## src/rtl/fpu_issue_ctl.sv

```systemverilog
// Decode/issue and integer-writeback controller for the bfloat16 FPU coprocessor.
// Define FPU_ISSUE_PERF_EN to add the perf_issued / perf_stall counters.

module fpu_issue_ctl #(
    parameter int unsigned XLEN     = 32,
    parameter int unsigned IQ_DEPTH = 4,
    parameter int unsigned NREGS    = 32
) (
    input  logic            clk,
    input  logic            rst_l,
    input  logic            in_valid,
    input  logic [XLEN-1:0] in_instr,
    output logic            in_ready,
    input  logic            flush,
    output logic            iss_valid,
    output logic [XLEN-1:0] iss_instr,
    output logic [2:0]      iss_class,
    output logic            iss_rs1_en,
    output logic            iss_rs2_en,
    output logic            fpu_busy,
    input  logic            fpu_complete,
    input  logic [XLEN-1:0] fpu_result_rd,
    input  logic [XLEN-1:0] alu_result,
    input  logic [XLEN-1:0] csr_rdata,
    output logic            illegal,
    output logic            wb_en,
    output logic [4:0]      wb_addr,
`ifdef FPU_ISSUE_PERF_EN
    output logic [31:0]     perf_issued,
    output logic [31:0]     perf_stall,
`endif
    output logic [XLEN-1:0] wb_data
);

    localparam int unsigned AW = (IQ_DEPTH > 1) ? $clog2(IQ_DEPTH) : 1;
    localparam int unsigned CW = AW + 1;
    localparam logic [AW:0] FullCnt = CW'(IQ_DEPTH);

    localparam logic [2:0] ClsLui  = 3'd0;
    localparam logic [2:0] ClsAddi = 3'd1;
    localparam logic [2:0] ClsCsr  = 3'd2;
    localparam logic [2:0] ClsFp   = 3'd3;
    localparam logic [2:0] ClsRst  = 3'd4;
    localparam logic [2:0] ClsIll  = 3'd7;

    typedef enum logic [1:0] {StIdle, StFpWait, StCsrWb} state_e;

    state_e          state_q, state_d;
    logic [XLEN-1:0] mem_q [IQ_DEPTH];
    logic [AW-1:0]   rd_ptr_q, rd_ptr_d, wr_ptr_q, wr_ptr_d;
    logic [AW:0]     cnt_q, cnt_d;
    logic [31:0]     sb_q, sb_d;
    logic            alu_v_q, alu_v_d;
    logic [4:0]      alu_rd_q, alu_rd_d;
    logic            hold_v_q, hold_v_d;
    logic [4:0]      hold_rd_q, hold_rd_d;
    logic [XLEN-1:0] hold_data_q, hold_data_d;
    logic [4:0]      fp_rd_q, fp_rd_d;
    logic            fp_wr_q, fp_wr_d;
    logic [4:0]      csr_rd_q, csr_rd_d;
    logic [XLEN-1:0] csr_data_q, csr_data_d;

    logic [XLEN-1:0] head;
    logic [4:0]      rd, rs1, rs2;
    logic [2:0]      cls;
    logic            use_rs1, use_rs2, wr_gpr, rd_tracked, hazard;
    logic            head_v, issue, drop, push, pop, fp_done, hold_win, fresh_win;

    assign head       = mem_q[rd_ptr_q];
    assign rd         = head[11:7];
    assign rs1        = head[19:15];
    assign rs2        = head[24:20];
    assign rd_tracked = (rd != 5'd0) && (32'(rd) < NREGS);
    assign head_v     = rst_l && !flush && (cnt_q != '0);
    assign in_ready   = rst_l && (cnt_q != FullCnt);
    assign push       = in_valid && in_ready;
    assign pop        = issue || drop;
    assign fp_done    = (state_q == StFpWait) && fpu_complete;
    assign fpu_busy   = rst_l && (state_q == StFpWait);

    always_comb begin
        cls     = ClsIll;
        use_rs1 = 1'b0;
        use_rs2 = 1'b0;
        wr_gpr  = 1'b0;
        case (head[6:0])
            7'b0110111: begin cls = ClsLui;  wr_gpr = (rd != 5'd0); end
            7'b0010011: begin cls = ClsAddi; wr_gpr = (rd != 5'd0); use_rs1 = 1'b1; end
            // funct3[2] set selects the immediate (zimm) CSR forms
            7'b1110011: begin cls = ClsCsr;  wr_gpr = (rd != 5'd0); use_rs1 = !head[14]; end
            7'b0010000: cls = ClsRst;
            7'b1010011, 7'b1000011, 7'b1000111, 7'b1001011, 7'b1001111: begin
                cls     = ClsFp;
                use_rs1 = 1'b1;
                use_rs2 = 1'b1;
                wr_gpr  = (rd != 5'd0) && ((head[31:27] == 5'b11100) ||
                          (head[31:27] == 5'b11000) || (head[31:27] == 5'b10100));
            end
            default: cls = ClsIll;
        endcase
    end

    assign hazard = (use_rs1 && sb_q[rs1]) || (use_rs2 && sb_q[rs2]) || (wr_gpr && sb_q[rd]);

    always_comb begin
        issue = 1'b0;
        drop  = 1'b0;
        if (head_v) begin
            case (cls)
                ClsLui, ClsAddi: issue = !hazard && ((state_q == StIdle) ||
                                         ((state_q == StFpWait) && !hold_v_q));
                ClsCsr, ClsFp:   issue = !hazard && (state_q == StIdle);
                ClsRst:          issue = (state_q == StIdle) && !alu_v_q && !hold_v_q;
                default:         drop  = 1'b1;
            endcase
        end
    end

    assign iss_valid  = issue;
    assign iss_instr  = issue ? head : '0;
    assign iss_class  = (issue || drop) ? cls : 3'd0;
    assign iss_rs1_en = issue && use_rs1;
    assign iss_rs2_en = issue && use_rs2;
    assign illegal    = drop;

    always_comb begin
        wb_en     = 1'b0;
        wb_addr   = '0;
        wb_data   = '0;
        hold_win  = 1'b0;
        fresh_win = 1'b0;
        if (rst_l) begin
            if (state_q == StCsrWb) begin
                wb_en = 1'b1; wb_addr = csr_rd_q; wb_data = csr_data_q;
            end else if (fp_done && fp_wr_q) begin
                wb_en = 1'b1; wb_addr = fp_rd_q; wb_data = fpu_result_rd;
            end else if (hold_v_q) begin
                wb_en = 1'b1; wb_addr = hold_rd_q; wb_data = hold_data_q; hold_win = 1'b1;
            end else if (alu_v_q) begin
                wb_en = 1'b1; wb_addr = alu_rd_q; wb_data = alu_result; fresh_win = 1'b1;
            end
        end
    end

    always_comb begin
        state_d     = state_q;
        rd_ptr_d    = rd_ptr_q;
        wr_ptr_d    = wr_ptr_q;
        cnt_d       = cnt_q;
        sb_d        = sb_q;
        alu_v_d     = issue && ((cls == ClsLui) || (cls == ClsAddi)) && wr_gpr;
        alu_rd_d    = rd;
        hold_v_d    = hold_v_q && !hold_win;
        hold_rd_d   = hold_rd_q;
        hold_data_d = hold_data_q;
        fp_rd_d     = fp_rd_q;
        fp_wr_d     = fp_wr_q;
        csr_rd_d    = csr_rd_q;
        csr_data_d  = csr_data_q;

        unique case (state_q)
            StIdle: begin
                if (issue && (cls == ClsFp)) state_d = StFpWait;
                else if (issue && (cls == ClsCsr) && wr_gpr) state_d = StCsrWb;
            end
            StFpWait: if (fpu_complete) state_d = StIdle;
            StCsrWb:  state_d = StIdle;
            default:  state_d = StIdle;
        endcase

        if (flush) begin
            rd_ptr_d = '0;
            wr_ptr_d = '0;
            cnt_d    = '0;
        end else begin
            if (push) wr_ptr_d = wr_ptr_q + 1'b1;
            if (pop)  rd_ptr_d = rd_ptr_q + 1'b1;
            cnt_d = cnt_q + CW'(push) - CW'(pop);
        end

        // A fresh result that lost the port parks in the hold slot, which is draining then.
        if (alu_v_q && !fresh_win) begin
            hold_v_d    = 1'b1;
            hold_rd_d   = alu_rd_q;
            hold_data_d = alu_result;
        end

        if (wb_en) sb_d[wb_addr] = 1'b0;
        if (issue && wr_gpr && rd_tracked) sb_d[rd] = 1'b1;
        if (issue && (cls == ClsRst)) sb_d = '0;

        if (issue && (cls == ClsFp)) begin
            fp_rd_d = rd;
            fp_wr_d = wr_gpr;
        end
        if (issue && (cls == ClsCsr)) begin
            csr_rd_d   = rd;
            csr_data_d = csr_rdata;
        end
    end

    always_ff @(posedge clk) begin
        if (push && !flush) mem_q[wr_ptr_q] <= in_instr;
    end

    always_ff @(posedge clk) begin
        if (!rst_l) begin
            state_q     <= StIdle;
            rd_ptr_q    <= '0;
            wr_ptr_q    <= '0;
            cnt_q       <= '0;
            sb_q        <= '0;
            alu_v_q     <= 1'b0;
            alu_rd_q    <= '0;
            hold_v_q    <= 1'b0;
            hold_rd_q   <= '0;
            hold_data_q <= '0;
            fp_rd_q     <= '0;
            fp_wr_q     <= 1'b0;
            csr_rd_q    <= '0;
            csr_data_q  <= '0;
        end else begin
            state_q     <= state_d;
            rd_ptr_q    <= rd_ptr_d;
            wr_ptr_q    <= wr_ptr_d;
            cnt_q       <= cnt_d;
            sb_q        <= sb_d;
            alu_v_q     <= alu_v_d;
            alu_rd_q    <= alu_rd_d;
            hold_v_q    <= hold_v_d;
            hold_rd_q   <= hold_rd_d;
            hold_data_q <= hold_data_d;
            fp_rd_q     <= fp_rd_d;
            fp_wr_q     <= fp_wr_d;
            csr_rd_q    <= csr_rd_d;
            csr_data_q  <= csr_data_d;
        end
    end

`ifdef FPU_ISSUE_PERF_EN
    logic [31:0] perf_issued_q, perf_stall_q;

    always_ff @(posedge clk) begin
        if (!rst_l) begin
            perf_issued_q <= '0;
            perf_stall_q  <= '0;
        end else begin
            if (issue) perf_issued_q <= perf_issued_q + 32'd1;
            if (head_v && !issue && !drop) perf_stall_q <= perf_stall_q + 32'd1;
        end
    end

    assign perf_issued = perf_issued_q;
    assign perf_stall  = perf_stall_q;
`endif

endmodule

```

## config.mk

```make
export PLATFORM = sky130hd
export DESIGN_NAME = fpu_issue_ctl
export DESIGN_NICKNAME = d
export VERILOG_FILES = /design/src/rtl/fpu_issue_ctl.sv
export SDC_FILE = /design/constraint.sdc
export NUM_CORES = 1
export LEC_CHECK = 0
export ABC_AREA = 1
export CORE_MARGIN = 2
export CORE_UTILIZATION = 55
export DETAILED_ROUTE_END_ITERATION = 12
export PLACE_DENSITY = 0.9
export SYNTH_ARGS = -nofsm -noshare
export SYNTH_HDL_FRONTEND = slang
export SYNTH_SLANG_ARGS = --single-unit
```

## constraint.sdc

```tcl
create_clock -name clk -period 6.1 [get_ports clk]
set_input_delay 0.61 -clock clk [delete_from_list [all_inputs] [get_ports clk]]
set_output_delay 0.61 -clock clk [all_outputs]
set_load 0.005 [all_outputs]
```

==> out/qor.yml <==
route:
  via_count: 12380
  drcViolationCount: 0
  via_per_inst: 5.741
  drt_iter0_drc: 1481
  firstDrtPassIters: 6
  routed_wl_um: 37890
  wl_per_cell_um: 17.56
  ant_nets: 0
global_route:
  antenna_found_initial: 0
  grt_max_degree: 80
  grtUsageTotal_pct: 29.90
  grt_overflow: 0
  grt_pass1_vias: 11730
  grt_pass1_wl_um: 59170
clocking:
  cts_hold_buf: 0
  cts.sinks: 258
  root_buffer: "clkbuf_16"
  cts_tree: "yes"
  post_cts_buffers: 0
  cts_buffers: 26
  cts_buffer_depth: 3
  clkLatencyLatePin_ps: 540
  htree_levels: 1
  path_clk_slew_ps: 60
yosys:
  synth_cell_types: 39
  synthAdderAreaFrac_pct: 0.7354
  synth_xor_area_share_pct: 0.1355
  synthMuxAreaShare_pct: 0
  ys_ff_latch: 258
  avgSynthCellArea_um2: 7.795
  synth_cells: 1659
  synth-compound-area-share_pct: 13.58
  synthSimpleGateAreaFrac_pct: 27.85
  yosysWarnings: 0
  syn_nets: 1799
  synth_area_mm2: 0.01293
  yosysSeqAreaShare_pct: 49.85
  synth_top_family_by_area: "simple AND/OR/NAND/NOR gates"
timing:
  period_minus_slack_ps: 5678
  fin_setup_tns_ps: 0
  setup_viol: 0
  fmax_mhz: 176.1
  slew-limit-headroom_pct: 25.62
  final-max-slew-violation-count: 0
  final_hold_viol_count: 0
  fin_skew_ps: 15.35
  post-route-period-util_pct: 93.09
  worstMarginPinSlew_ps: 1113
  rsz0062_at_grt: "no"
worst_setup_path:
  reg2reg_depth: 24
  crit_path_max_fanout: 36
  path_cells: "buf_4 > buf_4 > nand2_1 > nand3_1 > nand2_1 > nand2_1 > nor2_2 > nor2_1 > nand2_1 > nand2_4 > nand3_1 > nand2_1 > nor2_1 > nand2_1 > nand2_4 > nand2_8 > nand2_2 > inv_1 > nor2_1 > clkdlybuf4s50_1"
  r2r-end: "cnt_q[2]"
  crit_type: "flip-flop to output pin"
  rrSetupSlack_ps: 950
  critPathLaunchType: "flip-flop"
  slowest_delay_ps: 600
  required_ps: 5490
  worst_setup_path_end_kind: "output pin"
  cpMaxStageDelayCell: "dfxtp_2"
  worst_path_most_repeated_cell: "nand2_1"
  cp.arrival_ps: 5070
power_and_ir_drop:
  p_total_uw: 3857
  powerDensity_mw_per_mm2: 239.4
  vdd_ir_drop_max_v: 0.0002629
  p_sw_share_pct: 20.82
  p_leak_uw: 0.006307
  p_switching_uw: 803.1
  intPower_uw: 3053
  clkPwrFrac_pct: 46.6
  p_seq_share_pct: 47.5
  power_frac_comb_pct: 5.8
cells_and_area:
  n_antenna_cell: 0
  nFillCells: 1746
  final_layout_size_suffix_gt1_share_pct: 5.604
  regArea_mm2: 0.006447
  nets: 1958
  syn_to_final_growth_pct: 24.59
  layout_commonest_cell: "nand2_1"
  multiInputGateArea_mm2: 0.005527
  layout_common_cells: "nand2_1, nor2_1, clkdlybuf4s50_1"
place:
  hpwlAfterDp_um: 24660
  portBuffers: 211
  place.gp.congestion: 0.9262
min_path:
  holdPathEnd: "hold_data_q[19]"
  hp-class: "flip-flop to flip-flop"
  holdPathStages: 2
  worstHoldStart: "hold_data_q[19]"
floorplanning:
  die_area_mm2: 0.02475
  die_width_um: 157.3
  chipHeight_um: 157.3
  initial_core_util_pct: 55.59
  pin_count: 212
  num_rows: 56
  core_area_mm2: 0.02326
status:
  outcome: "complete, no violations"
job:
  maxCapViolCount: 0
-- cell type report --
class	count	area share, %
timing repair buffer	227	13.82
sequential	258	40.02
multi-input combinational	1166	34.30
inverter	139	3.254
clock buffer	30	4.318
tap	319	2.477
clock inverter	18	1.802
-- power groups by stage --
| stage | sequential, uW | clock, uW | combinational (uW) |
|---|---|---|---|
| 5_1_grt | 1830 | 1890 | 242 |
| 6_report | 1830 | 1800 | 224 |
| 4_1_cts | 1830 | 1810 | 221 |
| 3_3_place_gp | 1870 | 0 | 214 |
| 3_5_place_dp | 1870 | 0 | 218 |
| 2_1_floorplan | 1870 | 0 | 91.9 |
-- metal layers --
layer | GRT usage (%) | vias to the layer above | share of wire (%) | wire (um)
met5 | 0 | - | 0 | 0
met3 | 5.314 | 136 | 9.1 | 3454
met2 | 50.14 | 646 | 47 | 17990
li1 | - | 5871 | - | -
met1 | 37.91 | 5731 | 39 | 14600
met4 | 13.29 | 0 | 4.9 | 1841
-- worst max path at each step --
stage                        end  slack (ps)  depth (start not counted)
floorplan            mem_q[0][0]        2700                          6
detailed placement  iss_class[1]         180                         19
global placement    iss_class[1]         410                         19
global route        iss_class[1]          40                         20
finish              iss_class[1]         420                         20
CTS                 iss_class[1]          20                         19
-- Yosys cell counts --
cell        n  area [um^2]
a32o_1      1        10.01
xor2_1      1        8.760
a21oi_1    90        450.4
nand3_2     7        70.07
nand2_1   386         1449
a211oi_2    1        12.51
a211oi_1   43        322.8
and2_1      2        12.51
o21ai_2     1        8.760
ha_1        6        75.07
buf_6       9        101.4
inv_2       7        26.28
nor2_1    260        975.9
nand2_2     6        37.54
nand2_4     2        22.52
nor3_1      5        25.02
nand3b_1   11        82.58
buf_2      36        180.2
edfxtp_1  128         3844
xnor2_1     1        8.760
inv_4       1        6.260
o21ai_0   112        560.5
clkbuf_1   41        153.9
a22oi_1    37        277.8
buf_4       4        30.03
nand4_1    31        193.9
o211ai_1    3        22.52
nand3_4     1        17.52
a31oi_1     2        12.51
or2_2       4        25.02
a32oi_1     2        17.52
dfxtp_1   130         2603
nand3_1   134        670.6
or2_0       1        6.260
inv_1     131        491.7
buf_1       7        26.28
nor2_2      2        12.51
fa_1        1        20.02
o21ai_1    12        60.06
-- flip-flops by register name, summed over array words and instances, names as in the netlist, 5 cells and up, named ones only --
signal       count
hold_data_q     32
fp_rd_q          5
alu_rd_q         5
hold_rd_q        5
sb_q            32
csr_rd_q         5
csr_data_q      32
mem_q          128
-- stage by stage --
stage          hold WS [ps]  utilization (%)  instances  setup slack [ps]  instance area, um^2
2_1_floorplan         455.4                -       1659              2705                12930
3_3_place_gp          463.6            64.85       2108             413.0                15080
3_5_place_dp          474.1            64.85       2108             175.7                15080
4_1_cts               488.4            69.15       2157             23.43                16090
5_1_grt               506.3            69.26       2157             43.69                16110
6_report              487.9            69.26       2157             421.6                16110
-- logic make-up after synthesis --
logic type | Yosys count
flops | 258
simple gates | 852
buf+inv | 236
fa+ha+maj | 7
compound gates | 304
xor+xnor | 2
-- critical path, delay by kind of cell (launching register included) --
family,cells,cell delay (ps)
flops,1,600
buf+inv,4,1340
simple gates,16,2530
-- repair_timing --
item                                    CTS  global route
hold endpoints to repair                  0             0
gates cloned                              1             0
resized for setup                         2             4
pin swaps                                 1             0
endpoints found under the setup margin   37            38
Note: power is estimated with default switching activity, not from simulation.
